### src/rtl/cdb_arbiter_if.sv
// rtl/cdb_arbiter_if.sv - completion sources and two-port CDB broadcast bundle
interface cdb_arbiter_if #(
   parameter int ROB_BITS  = 4,
   parameter int PREG_BITS = 6
);
   logic [2:0]             src_valid;
   logic [2:0]             src_ready;
   logic [3*ROB_BITS-1:0]  src_rob;
   logic [3*PREG_BITS-1:0] src_rd;
   logic [3*PREG_BITS-1:0] src_rd_old;
   logic [3*32-1:0]        src_result;
   logic [2:0]             src_regwrite;
   logic                   flush;
   logic [1:0]             cdb_valid;
   logic [2*ROB_BITS-1:0]  cdb_rob;
   logic [2*PREG_BITS-1:0] cdb_rd;
   logic [2*PREG_BITS-1:0] cdb_rd_old;
   logic [2*32-1:0]        cdb_result;
   logic [1:0]             cdb_regwrite;
   logic [3:0]             cdb_src;

   modport master (
      output src_valid, src_rob, src_rd, src_rd_old, src_result, src_regwrite, flush,
      input  src_ready, cdb_valid, cdb_rob, cdb_rd, cdb_rd_old, cdb_result, cdb_regwrite, cdb_src
   );

   modport slave (
      input  src_valid, src_rob, src_rd, src_rd_old, src_result, src_regwrite, flush,
      output src_ready, cdb_valid, cdb_rob, cdb_rd, cdb_rd_old, cdb_result, cdb_regwrite, cdb_src
   );
endinterface

### src/rtl/cdb_arbiter.sv
// rtl/cdb_arbiter.sv - three-source, two-port round-robin CDB arbiter with per-source skid buffer
module cdb_arbiter #(
   parameter int ROB_BITS  = 4,
   parameter int PREG_BITS = 6
) (
   input  logic          clk,
   input  logic          rst_n,
   cdb_arbiter_if.slave  bus
);
   // Buffered entry layout: {regwrite, result, rd_old, rd, rob}
   localparam int RD_LSB  = ROB_BITS;
   localparam int OLD_LSB = RD_LSB + PREG_BITS;
   localparam int RES_LSB = OLD_LSB + PREG_BITS;
   localparam int RW_BIT  = RES_LSB + 32;
   localparam int W       = RW_BIT + 1;

   logic [W-1:0] src_entry [3];
   logic [W-1:0] buf_data  [3];
   logic [2:0]   buf_valid;
   logic [W-1:0] cdb_entry [2];
   logic [1:0]   cdb_valid_q;
   logic [3:0]   cdb_src_q;

   logic [1:0]   rr_ptr;
   logic [1:0]   rr_next;
   logic [2:0]   grant;
   logic [1:0]   gnt_valid;
   logic [1:0]   gnt_src [2];
   logic [1:0]   sidx;
   logic [2:0]   capture;

   function automatic logic [1:0] inc3(input logic [1:0] v);
      return (v == 2'd2) ? 2'd0 : v + 2'd1;
   endfunction

   for (genvar i = 0; i < 3; i++) begin : g_src
      assign src_entry[i] = {bus.src_regwrite[i],
                             bus.src_result[i*32 +: 32],
                             bus.src_rd_old[i*PREG_BITS +: PREG_BITS],
                             bus.src_rd[i*PREG_BITS +: PREG_BITS],
                             bus.src_rob[i*ROB_BITS +: ROB_BITS]};
   end

   // A granted buffer frees this cycle, so its source may refill at the same edge
   assign bus.src_ready = {3{!bus.flush}} & (~buf_valid | grant);
   assign capture       = bus.src_valid & bus.src_ready;

   always_ff @(posedge clk or negedge rst_n) begin
      if (!rst_n) begin
         rr_ptr <= 2'd0;
      end else begin
         rr_ptr <= rr_next;
      end
   end

   always_comb begin
      rr_next = rr_ptr;
      if (gnt_valid[1]) begin
         rr_next = inc3(gnt_src[1]);
      end else if (gnt_valid[0]) begin
         rr_next = inc3(gnt_src[0]);
      end
   end

   // Walk sources in rotated priority order; first hit to port0, second to port1
   always_comb begin
      grant      = 3'b000;
      gnt_valid  = 2'b00;
      gnt_src[0] = 2'd0;
      gnt_src[1] = 2'd0;
      sidx       = 2'd0;
      for (int k = 0; k < 3; k++) begin
         sidx = 2'((int'(rr_ptr) + k) % 3);
         if (!bus.flush && buf_valid[sidx]) begin
            if (!gnt_valid[0]) begin
               gnt_valid[0] = 1'b1;
               gnt_src[0]   = sidx;
               grant[sidx]  = 1'b1;
            end else if (!gnt_valid[1]) begin
               gnt_valid[1] = 1'b1;
               gnt_src[1]   = sidx;
               grant[sidx]  = 1'b1;
            end
         end
      end
   end

   always_ff @(posedge clk or negedge rst_n) begin
      if (!rst_n) begin
         buf_valid <= 3'b000;
         for (int i = 0; i < 3; i++) begin
            buf_data[i] <= '0;
         end
      end else if (bus.flush) begin
         buf_valid <= 3'b000;
      end else begin
         for (int i = 0; i < 3; i++) begin
            if (capture[i]) begin
               buf_valid[i] <= 1'b1;
               buf_data[i]  <= src_entry[i];
            end else if (grant[i]) begin
               buf_valid[i] <= 1'b0;
            end
         end
      end
   end

   // Ungranted ports drop valid but keep their last data fields
   always_ff @(posedge clk or negedge rst_n) begin
      if (!rst_n) begin
         cdb_valid_q <= 2'b00;
         cdb_src_q   <= 4'd0;
         for (int p = 0; p < 2; p++) begin
            cdb_entry[p] <= '0;
         end
      end else begin
         for (int p = 0; p < 2; p++) begin
            cdb_valid_q[p] <= gnt_valid[p];
            if (gnt_valid[p]) begin
               cdb_entry[p]          <= buf_data[gnt_src[p]];
               cdb_src_q[p*2 +: 2]   <= gnt_src[p];
            end
         end
      end
   end

   assign bus.cdb_valid = cdb_valid_q;
   assign bus.cdb_src   = cdb_src_q;

   for (genvar p = 0; p < 2; p++) begin : g_port
      assign bus.cdb_rob[p*ROB_BITS +: ROB_BITS]     = cdb_entry[p][0 +: ROB_BITS];
      assign bus.cdb_rd[p*PREG_BITS +: PREG_BITS]    = cdb_entry[p][RD_LSB +: PREG_BITS];
      assign bus.cdb_rd_old[p*PREG_BITS +: PREG_BITS] = cdb_entry[p][OLD_LSB +: PREG_BITS];
      assign bus.cdb_result[p*32 +: 32]              = cdb_entry[p][RES_LSB +: 32];
      assign bus.cdb_regwrite[p]                     = cdb_entry[p][RW_BIT];
   end
endmodule

### src/flat_wrapper.sv
// flat-port wrapper written by rule: the top's interface ports become plain ports
module cdb_arbiter_flat 
#(
   parameter int ROB_BITS  = 4,
   parameter int PREG_BITS = 6
)
  (clk, rst_n, bus_src_valid, bus_src_rob, bus_src_rd, bus_src_rd_old, bus_src_result, bus_src_regwrite, bus_flush, bus_src_ready, bus_cdb_valid, bus_cdb_rob, bus_cdb_rd, bus_cdb_rd_old, bus_cdb_result, bus_cdb_regwrite, bus_cdb_src);
  cdb_arbiter_if #(.ROB_BITS(ROB_BITS), .PREG_BITS(PREG_BITS)) bus_i ();
  input  logic clk;
  input  logic rst_n;
  input wire logic [$bits(bus_i.src_valid)-1:0] bus_src_valid;
  input wire logic [$bits(bus_i.src_rob)-1:0] bus_src_rob;
  input wire logic [$bits(bus_i.src_rd)-1:0] bus_src_rd;
  input wire logic [$bits(bus_i.src_rd_old)-1:0] bus_src_rd_old;
  input wire logic [$bits(bus_i.src_result)-1:0] bus_src_result;
  input wire logic [$bits(bus_i.src_regwrite)-1:0] bus_src_regwrite;
  input wire logic [$bits(bus_i.flush)-1:0] bus_flush;
  output wire logic [$bits(bus_i.src_ready)-1:0] bus_src_ready;
  output wire logic [$bits(bus_i.cdb_valid)-1:0] bus_cdb_valid;
  output wire logic [$bits(bus_i.cdb_rob)-1:0] bus_cdb_rob;
  output wire logic [$bits(bus_i.cdb_rd)-1:0] bus_cdb_rd;
  output wire logic [$bits(bus_i.cdb_rd_old)-1:0] bus_cdb_rd_old;
  output wire logic [$bits(bus_i.cdb_result)-1:0] bus_cdb_result;
  output wire logic [$bits(bus_i.cdb_regwrite)-1:0] bus_cdb_regwrite;
  output wire logic [$bits(bus_i.cdb_src)-1:0] bus_cdb_src;
  assign bus_i.src_valid = bus_src_valid;
  assign bus_i.src_rob = bus_src_rob;
  assign bus_i.src_rd = bus_src_rd;
  assign bus_i.src_rd_old = bus_src_rd_old;
  assign bus_i.src_result = bus_src_result;
  assign bus_i.src_regwrite = bus_src_regwrite;
  assign bus_i.flush = bus_flush;
  assign bus_src_ready = bus_i.src_ready;
  assign bus_cdb_valid = bus_i.cdb_valid;
  assign bus_cdb_rob = bus_i.cdb_rob;
  assign bus_cdb_rd = bus_i.cdb_rd;
  assign bus_cdb_rd_old = bus_i.cdb_rd_old;
  assign bus_cdb_result = bus_i.cdb_result;
  assign bus_cdb_regwrite = bus_i.cdb_regwrite;
  assign bus_cdb_src = bus_i.cdb_src;
  cdb_arbiter #(.ROB_BITS(ROB_BITS), .PREG_BITS(PREG_BITS)) u_core (.clk(clk), .rst_n(rst_n), .bus(bus_i));
endmodule
### config.mk
export PLATFORM = sky130hd
export DESIGN_NAME = cdb_arbiter_flat
export DESIGN_NICKNAME = d
export VERILOG_FILES = /design/src/rtl/cdb_arbiter_if.sv /design/src/rtl/cdb_arbiter.sv /design/src/flat_wrapper.sv
export SDC_FILE = /design/constraint.sdc
export NUM_CORES = 1
export LEC_CHECK = 0
export ABC_AREA = 0
export CAP_MARGIN = 0
export CORE_UTILIZATION = 46
export CTS_BUF_LIST = sky130_fd_sc_hd__clkbuf_4 sky130_fd_sc_hd__clkbuf_8 sky130_fd_sc_hd__clkbuf_16
export DETAILED_ROUTE_END_ITERATION = 8
export GPL_ROUTABILITY_DRIVEN = 0
export PLACE_DENSITY = 0.79
export SETUP_SLACK_MARGIN = 0.02
export SLEW_MARGIN = 15
export SYNTH_ARGS = -nofsm -noshare
export SYNTH_HDL_FRONTEND = slang
export SYNTH_SLANG_ARGS = --single-unit
### constraint.sdc
create_clock -name clk -period 2.7 [get_ports clk]
set_input_delay 0.27 -clock clk [delete_from_list [all_inputs] [get_ports clk]]
set_output_delay 0.27 -clock clk [all_outputs]
set_load 0.005 [all_outputs]
==> metrics.txt <==
status finished, final reports clean; clock sinks 256; Setup Skew ~0.012 ns; clock tree buffer depth 3; hold slack approximately 0.32 ns; # rows between 50 and 60; CTS Buf Count 28; Multi-input gate area between 0.004 and 0.005 mm²; Die Y roughly 160 µm; first-pass GRT wire length between 50000 and 60000 µm; internal power approximately 12 mW; Logic pwr share between 40% and 50%; worst skew pair latency ~0.55 ns; leakage a little under 7 nW; htree depth 1; Layout fillers between 1500 and 2000; Layout area overhead 41.0%; slowest stage delay, CP approximately 0.44 ns; power density over the cells about 1200 mW/mm²; ranking of synthesized cells by area dfrtp_1 55%, mux2_2 12%, a22oi_1 6.4%; Pwr Total 18.8 mW; Cells after Synth about 970; Clock power frac between 20% and 30%; ant diodes 0; Worst Setup End Kind primary output; YS warnings 0; endpoints failing hold 0; WP data arrival roughly 2.4 ns; RSZ-0062 raised after global routing true; Worst-Margin Slew about 0.7 ns; Reg clk slew, reported paths 0.06 ns; nets@finish 1411; hpwl dp between 20000 and 25000 µm; share of cells above drive strength 1 25.1%; Initial Util roughly 47%; period utilisation layout a little over nine tenths; Worst EP required between 2 and 2.5 ns; max capacitance violation total 0; switching share of power about a third; Commonest cells post-synth 256 x dfrtp_1, 118 x mux2_2, 98 x a22oi_1, 98 x nand3_1; # DRC 0; setup TNS 0 ns; Synth Register Bits 256; GR Util All Layers 27.4%; cell taking the most area after synthesis dfrtp_1; Max Fanout on Critical Path 5; Via Count 9572; Final Setup Violations 0; drt pass-1 iters 5; Period minus WS final about 2.7 ns; Worst Reg2Reg Path Length in Cells 10; Synthesized Nets 1126; Synth async-reset ratio 100%; initial antenna violation count 0; Via-to-Cell Ratio between 5 and 6; register area between 0.006 and 0.007 mm²; Core Util, Final about two thirds; Post-synth EDFFs 0; total gr overflow 0; Worst Hold Class input pin to asynchronous set/reset pin; Crit-path slowest cell dfrtp_2; Mapped Area approximately 0.012 mm²; PortBufs between 200 and 300; Slew headroom approximately half; most common cell in the netlist dfrtp_1; drt initial violations 738; startpoint types register; Core ar. about 0.024 mm²; top-area cell type share of the netlist area about 55%; final WL roughly 36000 µm; worst vdd ir 0.657 mV; Main synth FF type dfrtp_1; crit path cell chain ha_4 > mux2_2 > a21oi_4 > o2111ai_4 > a41oi_2 > buf_2; share of the yosys chip area belonging to registers 55.5%; Slew Limit Fails 0; sequential share of power roughly 36%; Die Area around 0.026 mm²; Die Width 160 µm; Ports 260; switching power total roughly 6.5 mW; syn avg cell area between 10 and 15 µm²; CTS root buf clkbuf_16; count of different cell masters after synthesis 52; Worst Setup Path Type register to primary output; wire per inst about 23 µm; vias in the first global route around 9900; CTS tree yes; FMAX approximately 380 MHz; pin count of the biggest net entering global routing 85; Final ANT Viol Nets 0
## sequential cells by signal, indices dropped and copies added (netlist names)
register	cells
u_core.buf_data	147
u_core.buf_valid	3
u_core.bus.cdb_src	4
u_core.rr_ptr	2
u_core.bus.cdb_valid	2
u_core.bus.cdb_rob	8
u_core.bus.cdb_result	64
u_core.bus.cdb_rd_old	12
u_core.bus.cdb_rd	12
u_core.bus.cdb_regwrite	2
## power by group through the flow
stage | combinational (mW) | sequential (mW) | clock [mW]
5_1_grt | 8.48 | 7.01 | 4.31
3_5_place_dp | 7.41 | 6.79 | 0
3_3_place_gp | 7.15 | 6.74 | 0
2_1_floorplan | 3.97 | 6.53 | 0
4_1_cts | 7.67 | 6.77 | 4.13
6_report | 7.90 | 6.81 | 4.10
## per-stage QoR
step	instance area, µm²	instances	setup WS, ns
2_1_floorplan	11500	969	0.171
3_3_place_gp	14900	1531	0.0768
3_5_place_dp	14900	1531	-0.00663
4_1_cts	16100	1589	0.0450
5_1_grt	16300	1600	-0.0114
6_report	16300	1600	0.0436
## area by class of cell
cell class              instances  area share [%]
clock inverters                14            1.18
clock buffers                  38            5.00
flip-flops and latches        256            39.4
multi-input cells             574            29.2
well taps                     324            2.49
repair buffers                336            21.4
inverters                      58            1.34
## logic make-up (layout without fill, tap and decap cells)
kind of cell | Yosys count | after routing | synth area share (%)
buffers and inverters | 139 | 446 | 5.28
AO/OA/AOI/OAI | 237 | 237 | 15.6
AND/OR/NAND/NOR | 178 | 178 | 7.39
multiplexers | 155 | 155 | 15.8
flip-flops | 256 | 256 | 55.5
adder cells (fa/ha/maj) | 4 | 4 | 0.433
## worst paths after layout
kind | from | to | slack, ns
worst max-delay path | u_core.rr_ptr[1] | bus_src_ready[0] | 0.04
worst min-delay path | rst_n | u_core.buf_data[70] | 0.32
worst max register to register | u_core.rr_ptr[1] | u_core.buf_data[57] | 0.08
worst min register to register | u_core.bus.cdb_result[63] | u_core.bus.cdb_result[63] | 0.51
max in group asynchronous | rst_n | u_core.bus.cdb_rd[2] | 1.59
min in group clk | bus_src_result[63] | u_core.buf_data[96] | 0.32
## what timing repair did
item	CTS	global route
cloned	0	6
hold endpoints to repair	76	0
hold buffers	1	0
pin swaps	4	7
gates resized for setup	37	13
buffers inserted	5	5
endpoints found under the setup margin	46	135
## metal layers
| layer | GRT usage (%) | part of all wire [%] | wire, µm | vias to the layer above |
|---|---|---|---|---|
| met5 | 0 | 0 | 0 | - |
| met4 | 12.3 | 4.5 | 1610 | 0 |
| met3 | 4.86 | 9.4 | 3380 | 123 |
| met2 | 44.4 | 48 | 17200 | 575 |
| met1 | 36.0 | 38 | 13900 | 4732 |
| li1 | - | - | - | 4142 |
## cells in the final DEF (no fill, tap or decap), types with 2 or more instances in the layout
master           instances
clkinv_2                 5
o2111ai_1                2
mux2_4                  21
nand3_1                 97
a22oi_1                 97
clkbuf_8                 6
nor2b_1                  2
buf_12                  17
a31oi_1                 50
bufinv_16                4
clkbuf_16               33
dfrtp_1                255
buf_6                    5
a21o_1                   3
mux2_2                 118
and4bb_2                 2
o21ai_0                  3
o211ai_1                39
mux2i_1                  2
o211ai_2                10
clkinvlp_4               3
mux2_1                  10
buf_2                    2
inv_2                    2
ha_4                     3
nand3b_1                 3
mux2i_2                  2
nand2_1                  8
clkdlybuf4s50_1        255
buf_4                   50
nor2_1                  56
o21ai_2                  4
inv_1                   56
clkbuf_4                 4
a21oi_4                  2
a21oi_1                  5
mux2i_4                  2
a32oi_2                  2
## critical path, delay by kind of cell, from the launching register on
kind | cells | cell delay, ns
multiplexers | 1 | 0.38
buffers and inverters | 1 | 0.16
AO/OA/AOI/OAI | 3 | 0.54
adder cells (fa/ha/maj) | 1 | 0.32
flip-flops | 1 | 0.44
No activity file was read; power rests on OpenSTA's default activity.
